===== src/rtl/src_stream_if.sv =====
// Handshake bundle between the stream controller and its producers and downstream buffer.
// The master modport is the controller's view; the slave modport is the environment's view.
interface src_stream_if #(
    parameter int unsigned DATA_W = 16,
    parameter int unsigned N_CH   = 4
);
    localparam int unsigned CH_W = ($clog2(N_CH) < 1) ? 1 : $clog2(N_CH);

    logic [N_CH-1:0]        start;
    logic                   stop;
    logic [N_CH-1:0]        src_valid;
    logic [N_CH*DATA_W-1:0] src_data;
    logic                   buf_full;
    logic                   buf_empty;
    logic                   rd_valid;
    logic [N_CH-1:0]        src_en;
    logic                   wr_en;
    logic [DATA_W-1:0]      wr_data;
    logic                   wr_par;
    logic [CH_W-1:0]        active_ch;
    logic [1:0]             state;
    logic [15:0]            word_cnt;
    logic                   ovf;

    modport master (
        input  start, stop, src_valid, src_data, buf_full, buf_empty, rd_valid,
        output src_en, wr_en, wr_data, wr_par, active_ch, state, word_cnt, ovf
    );

    modport slave (
        output start, stop, src_valid, src_data, buf_full, buf_empty, rd_valid,
        input  src_en, wr_en, wr_data, wr_par, active_ch, state, word_cnt, ovf
    );
endinterface


===== src/rtl/src_stream_ctrl.sv =====
// Selects one producer channel and streams its words into a downstream buffer, with stall/drain.
// Optional parity on wr_par is built only when SRC_STREAM_PARITY_EN is defined.
module src_stream_ctrl #(
    parameter int unsigned DATA_W = 16,
    parameter int unsigned N_CH   = 4
) (
    input  logic          clk,
    input  logic          rst,
    src_stream_if.master  bus
);
    localparam int unsigned CH_W = ($clog2(N_CH) < 1) ? 1 : $clog2(N_CH);

    typedef enum logic [1:0] {
        StIdle  = 2'd0,
        StRun   = 2'd1,
        StHold  = 2'd2,
        StDrain = 2'd3
    } state_e;

    state_e            state_q;
    logic [N_CH-1:0]   src_en_q;
    logic              wr_en_q;
    logic [DATA_W-1:0] wr_data_q;
    logic [CH_W-1:0]   active_q;
    logic [15:0]       cnt_q;
    logic              ovf_q;

    logic [CH_W-1:0]   first_ch_d;
    logic              sel_valid;
    logic [DATA_W-1:0] sel_word;

    // Lowest-index start request wins.
    always_comb begin
        first_ch_d = '0;
        for (int i = int'(N_CH) - 1; i >= 0; i--) begin
            if (bus.start[i]) first_ch_d = CH_W'(i);
        end
    end

    assign sel_valid = bus.src_valid[active_q];
    assign sel_word  = bus.src_data[active_q*DATA_W +: DATA_W];

    always_ff @(posedge clk) begin
        if (rst) begin
            state_q   <= StIdle;
            src_en_q  <= '0;
            wr_en_q   <= 1'b0;
            wr_data_q <= '0;
            active_q  <= '0;
            cnt_q     <= '0;
            ovf_q     <= 1'b0;
        end else begin
            wr_en_q <= 1'b0;
            unique case (state_q)
                StIdle: begin
                    if (|bus.start) begin
                        active_q <= first_ch_d;
                        cnt_q    <= '0;
                        ovf_q    <= 1'b0;
                        src_en_q <= N_CH'(1) << first_ch_d;
                        state_q  <= StRun;
                    end
                end
                StRun: begin
                    if (bus.stop) begin
                        src_en_q <= '0;
                        state_q  <= StDrain;
                    end else if (bus.buf_full) begin
                        // The word offered while the buffer fills is lost.
                        src_en_q <= '0;
                        state_q  <= StHold;
                        if (sel_valid) ovf_q <= 1'b1;
                    end else if (sel_valid) begin
                        wr_en_q   <= 1'b1;
                        wr_data_q <= sel_word;
                        cnt_q     <= cnt_q + 16'd1;
                    end
                end
                StHold: begin
                    if (bus.stop) begin
                        state_q <= StDrain;
                    end else if (!bus.buf_full) begin
                        src_en_q <= N_CH'(1) << active_q;
                        state_q  <= StRun;
                    end
                end
                StDrain: begin
                    if (bus.buf_empty && !bus.rd_valid) state_q <= StIdle;
                end
                default: state_q <= StIdle;
            endcase
        end
    end

`ifdef SRC_STREAM_PARITY_EN
    logic wr_par_q;

    always_ff @(posedge clk) begin
        if (rst) begin
            wr_par_q <= 1'b0;
        end else if (state_q == StRun && !bus.stop && !bus.buf_full && sel_valid) begin
            wr_par_q <= ^sel_word;
        end
    end

    assign bus.wr_par = wr_par_q;
`else
    assign bus.wr_par = 1'b0;
`endif

    assign bus.state     = state_q;
    assign bus.src_en    = src_en_q;
    assign bus.wr_en     = wr_en_q;
    assign bus.wr_data   = wr_data_q;
    assign bus.active_ch = active_q;
    assign bus.word_cnt  = cnt_q;
    assign bus.ovf       = ovf_q;
endmodule


===== src/flat_wrapper.sv =====
// flat-port wrapper written by rule: the top's interface ports become plain ports
module src_stream_ctrl_flat 
#(
    parameter int unsigned DATA_W = 16,
    parameter int unsigned N_CH   = 4
)
  (clk, rst, bus_start, bus_stop, bus_src_valid, bus_src_data, bus_buf_full, bus_buf_empty, bus_rd_valid, bus_src_en, bus_wr_en, bus_wr_data, bus_wr_par, bus_active_ch, bus_state, bus_word_cnt, bus_ovf);
  src_stream_if #(.DATA_W(DATA_W), .N_CH(N_CH)) bus_i ();
  input  logic clk;
  input  logic rst;
  input wire logic [$bits(bus_i.start)-1:0] bus_start;
  input wire logic [$bits(bus_i.stop)-1:0] bus_stop;
  input wire logic [$bits(bus_i.src_valid)-1:0] bus_src_valid;
  input wire logic [$bits(bus_i.src_data)-1:0] bus_src_data;
  input wire logic [$bits(bus_i.buf_full)-1:0] bus_buf_full;
  input wire logic [$bits(bus_i.buf_empty)-1:0] bus_buf_empty;
  input wire logic [$bits(bus_i.rd_valid)-1:0] bus_rd_valid;
  output wire logic [$bits(bus_i.src_en)-1:0] bus_src_en;
  output wire logic [$bits(bus_i.wr_en)-1:0] bus_wr_en;
  output wire logic [$bits(bus_i.wr_data)-1:0] bus_wr_data;
  output wire logic [$bits(bus_i.wr_par)-1:0] bus_wr_par;
  output wire logic [$bits(bus_i.active_ch)-1:0] bus_active_ch;
  output wire logic [$bits(bus_i.state)-1:0] bus_state;
  output wire logic [$bits(bus_i.word_cnt)-1:0] bus_word_cnt;
  output wire logic [$bits(bus_i.ovf)-1:0] bus_ovf;
  assign bus_i.start = bus_start;
  assign bus_i.stop = bus_stop;
  assign bus_i.src_valid = bus_src_valid;
  assign bus_i.src_data = bus_src_data;
  assign bus_i.buf_full = bus_buf_full;
  assign bus_i.buf_empty = bus_buf_empty;
  assign bus_i.rd_valid = bus_rd_valid;
  assign bus_src_en = bus_i.src_en;
  assign bus_wr_en = bus_i.wr_en;
  assign bus_wr_data = bus_i.wr_data;
  assign bus_wr_par = bus_i.wr_par;
  assign bus_active_ch = bus_i.active_ch;
  assign bus_state = bus_i.state;
  assign bus_word_cnt = bus_i.word_cnt;
  assign bus_ovf = bus_i.ovf;
  src_stream_ctrl #(.DATA_W(DATA_W), .N_CH(N_CH)) u_core (.clk(clk), .rst(rst), .bus(bus_i));
endmodule

===== config.mk =====
export PLATFORM = sky130hd
export DESIGN_NAME = src_stream_ctrl_flat
export DESIGN_NICKNAME = d
export VERILOG_FILES = /design/src/rtl/src_stream_if.sv /design/src/rtl/src_stream_ctrl.sv /design/src/flat_wrapper.sv
export SDC_FILE = /design/constraint.sdc
export NUM_CORES = 1
export LEC_CHECK = 0
export CAP_MARGIN = 15
export CORE_MARGIN = 2
export CORE_UTILIZATION = 36
export CTS_CLUSTER_SIZE = 14
export DETAILED_ROUTE_END_ITERATION = 16
export HOLD_SLACK_MARGIN = 0.06
export MAX_ROUTING_LAYER = met4
export PLACE_DENSITY_LB_ADDON = 0.2
export RECOVER_POWER = 100
export SYNTH_ARGS = -nofsm -noshare
export SYNTH_HDL_FRONTEND = slang
export SYNTH_SLANG_ARGS = --single-unit

===== constraint.sdc =====
create_clock -name clk -period 1.8 [get_ports clk]
set_input_delay 0.45 -clock clk [delete_from_list [all_inputs] [get_ports clk]]
set_output_delay 0.45 -clock clk [all_outputs]
set_load 0.03 [all_outputs]

==> results.txt <==
Max-Cap Viols: 0
CTS Buf Count: 5
Storage cell area: 851 µm²
unrepaired setup endpoints after global routing: true
top post-synthesis cells by area: dfxtp_1, mux4_2, nand2_1
CTS sink count: 42
die area: 7140 µm²
minimum clock period: 1810 ps
Pwr Total: 0.00232 W
crit path max-delay cell type: nor4_1
Commonest cells post-synth: nand2_1, dfxtp_1, a21oi_1
Root Buffer: clkbuf_8
Distinct cells, synth: 47
Setup TNS: -14.5 ps
kind of critical path: reg -> reg
pwr dens: 575 nW/µm²
Sw Pwr: 0.000660 W
n_diodes: 0
largest net degree at the start of global routing: 20
Final Cycle Share: 101%
vias after detailed routing: 2617
Post-route DRC: 0
vias in the first global route: 2506
count leader, synth: nand2_1
synthesized area: 2330 µm²
Fin. Hold Viols: 0
Initial Utilization: 37.0%
#FFs+latches synth: 42
failing checks: negative setup slack
post-detailed-routing wire length: 7510 µm
Iter 0 DRT Violations: 82
Detail Placement HPWL: 5700 µm
# H-tree levels: 2
final setup vio count: 1
worst min path class: reg -> reg
NumNets Final: 498
top cell type by total area after synthesis: dfxtp_1
final setup margin: -14.5 ps
worst reg2reg path startpoint: u_core.bus.active_ch[1]
Post-Place Setup Slack: -551 ps
vias per std cell: 5.27
antenna viol nets, final: 0
Worst Reg-to-Reg Cells: 7
combinational power share: 30.4%
initial antenna violation count: 0
crit path DAT: 2040 ps
Post-synth ARST share: 0%
post-synthesis cell count: 266
GRT Util Overall: 20.7%
CTS tree: built
Longest Clk Path Bufs: 2
CP startpoint kind: flip-flop
status: finished with violations
crit-path max FO: 4
Layout Area Growth over Synthesis: 72.9%
Fmax: 551 MHz
Finished Cell Area: 4030 µm²
global route overflow: 0
sw frac: 28.4%
die height: 84.5 µm
peak per-stage delay on the critical path: 460 ps
PortBufs: 119
VDD IR max: 0.000338 V
footprint of the multi-input gates: 1510 µm²
Placed Area: 3870 µm²
critical path's top delay family: compound AO/OA/AOI/OAI gates
Crit path top cell by count: buf_4
Core Footprint: 6310 µm²
clk_skew: 7.57 ps
hold path cells: 2
Syn Nets: 345
Worst EP required: 2030 ps
crit path cell chain: mux2i_2 -> o22a_1 -> buf_4 -> buf_4 -> nor4_1 -> a22oi_2 -> a21oi_1
clock share of power: 27.4%
Reg-to-Reg End: u_core.bus.word_cnt[12]
Clk Latency, worst-skew pair: 290 ps
Hold Path Sink: u_core.bus.wr_data[15]
min-delay src: u_core.bus.wr_data[15]
Buffers & Inverters on Critical Path: 2
number of fill cells in the layout: 553
total I/O pin count: 121
share of the synthesized area in the top cell type: 36.0%
Int Pwr: 0.00166 W
Reg2Reg Setup Slack: -10 ps
1st-pass router iterations: 4
Slew Limit Fails: 0
Die Wd: 84.5 µm
share of layout cells above drive strength 1: 22.4%
first-pass GRT wire length: 11600 µm
Synth Warn #: 0
sequential share of power: 42.3%
Hold Slack: 455 ps
Rows: 29
Avg Synthesized Cell Area: 8.77 µm²
Seq/Total Area, Yosys: 36.0%
Lkg Pwr: 1.57 nW
Crit. End Element: flip-flop
clock slew at reported path FFs: 80 ps
Post-synth EDFFs: 0
Main synth FF type: dfxtp_1
gpl congestion: 0.851
WL per Instance: 15.1 µm
-- layer usage --
layer	vias to the layer above	global-route usage (%)	routed length, µm
li1	1291	-	-
met1	1228	24.6	3140
met2	86	35.5	3850
met3	12	3.74	374
met4	0	6.49	141
met5	-	-	0
-- layout by cell type, fill, tap and decap left out, types with 2 or more instances in the layout --
master           count
inv_1                5
dlymetal6s2s_1       2
dlygate4sd3_1        2
o22a_1               2
dfxtp_1             38
clkdlybuf4s50_1     79
clkbuf_8             6
nand2b_1             6
or3_4                2
nor3_1               5
buf_6                5
dlygate4sd2_1       23
a21oi_1             23
a22o_1               6
nor4_1               2
o211ai_1             4
clkbuf_1            11
o22ai_1              2
or4_1                2
mux4_2              16
nor3_4               2
buf_4               41
o41ai_1              4
nand2_1             49
o2111ai_2            2
o21ai_1              2
o21ai_0              8
nor2b_1              2
o41ai_2              2
nand4_1              4
nand3_1              2
mux2i_1              4
dfxtp_2              2
dfxtp_4              2
nor2_1              21
and2_1               3
xor2_1               2
-- timing repair --
item / 4_1_cts / 5_1_grt
setup endpoints to repair: 38 / 39
hold buffers: 0 / 0
buffers inserted: 3 / 1
gates resized for setup: 36 / 29
hold endpoints to repair: 0 / 0
gates cloned: 0 / 1
pin swaps: 9 / 8
-- per-stage QoR --
step	utilization, %	cells
6_report	63.9	497
5_1_grt	63.9	497
4_1_cts	63.6	495
3_5_place_dp	61.3	484
3_3_place_gp	61.3	484
2_1_floorplan	-	266
-- worst register-to-register path, cell delays in order, from the launching register on --
cell and delay (ps):
dfxtp_4 370, mux2i_2 160, o22a_1 240, buf_4 140
buf_4 140, nor4_1 460, a22oi_2 100, a21oi_1 150
-- worst max-delay path by stage --
stage               cells after the start                    start                       to
global route                            7  u_core.bus.active_ch[1]  u_core.bus.word_cnt[12]
detailed placement                      6                 bus_stop   u_core.bus.word_cnt[8]
CTS                                     1           u_core.bus.ovf                  bus_ovf
floorplan                               7      u_core.bus.state[0]   u_core.bus.word_cnt[8]
global placement                        6                 bus_stop   u_core.bus.word_cnt[8]
finish                                  7  u_core.bus.active_ch[1]  u_core.bus.word_cnt[12]
-- power by group through the flow --
stage	clock, W	combinational (W)	sequential (W)
final	0.000636	0.000705	0.000981
after global routing	0.000697	0.000757	0.000985
after detailed placement	0	0.000691	0.00100
after floorplan	0	0.000279	0.00106
after CTS	0.000648	0.000700	0.000980
after global placement	0	0.000681	0.00100
-- state kept, by name, summed over array words and instances, names as in the netlist --
name	cells
u_core.bus.src_en	4
u_core.bus.state	2
u_core.bus.ovf	1
u_core.bus.wr_data	16
u_core.bus.wr_en	1
u_core.bus.active_ch	2
u_core.bus.word_cnt	16
-- cells by family (layout without fill, tap and decap cells) --
| group | count (synthesis) | after routing | synth area share, % |
|---|---|---|---|
| AOI/OAI and AO/OA | 66 | 66 | 18.8 |
| xor gates and xnor gates | 3 | 3 | 1.13 |
| adders and majority gates | 1 | 1 | 0.536 |
| buffers and inverters | 23 | 177 | 4.08 |
| DFF | 42 | 42 | 36.0 |
| muxes | 22 | 22 | 18.1 |
| other | 1 | 1 | 0.161 |
| and+or+nand+nor | 108 | 108 | 21.2 |
-- final cells by class --
| cell class | instances | area share [%] |
|---|---|---|
| repair buffers | 164 | 36.4 |
| clock inverters | 1 | 0.124 |
| well taps | 77 | 2.39 |
| inverters | 5 | 0.465 |
| flip-flops and latches | 42 | 21.1 |
| multi-input cells | 201 | 37.4 |
| clock buffers | 7 | 2.14 |
Power figures use the tool's default switching activity.
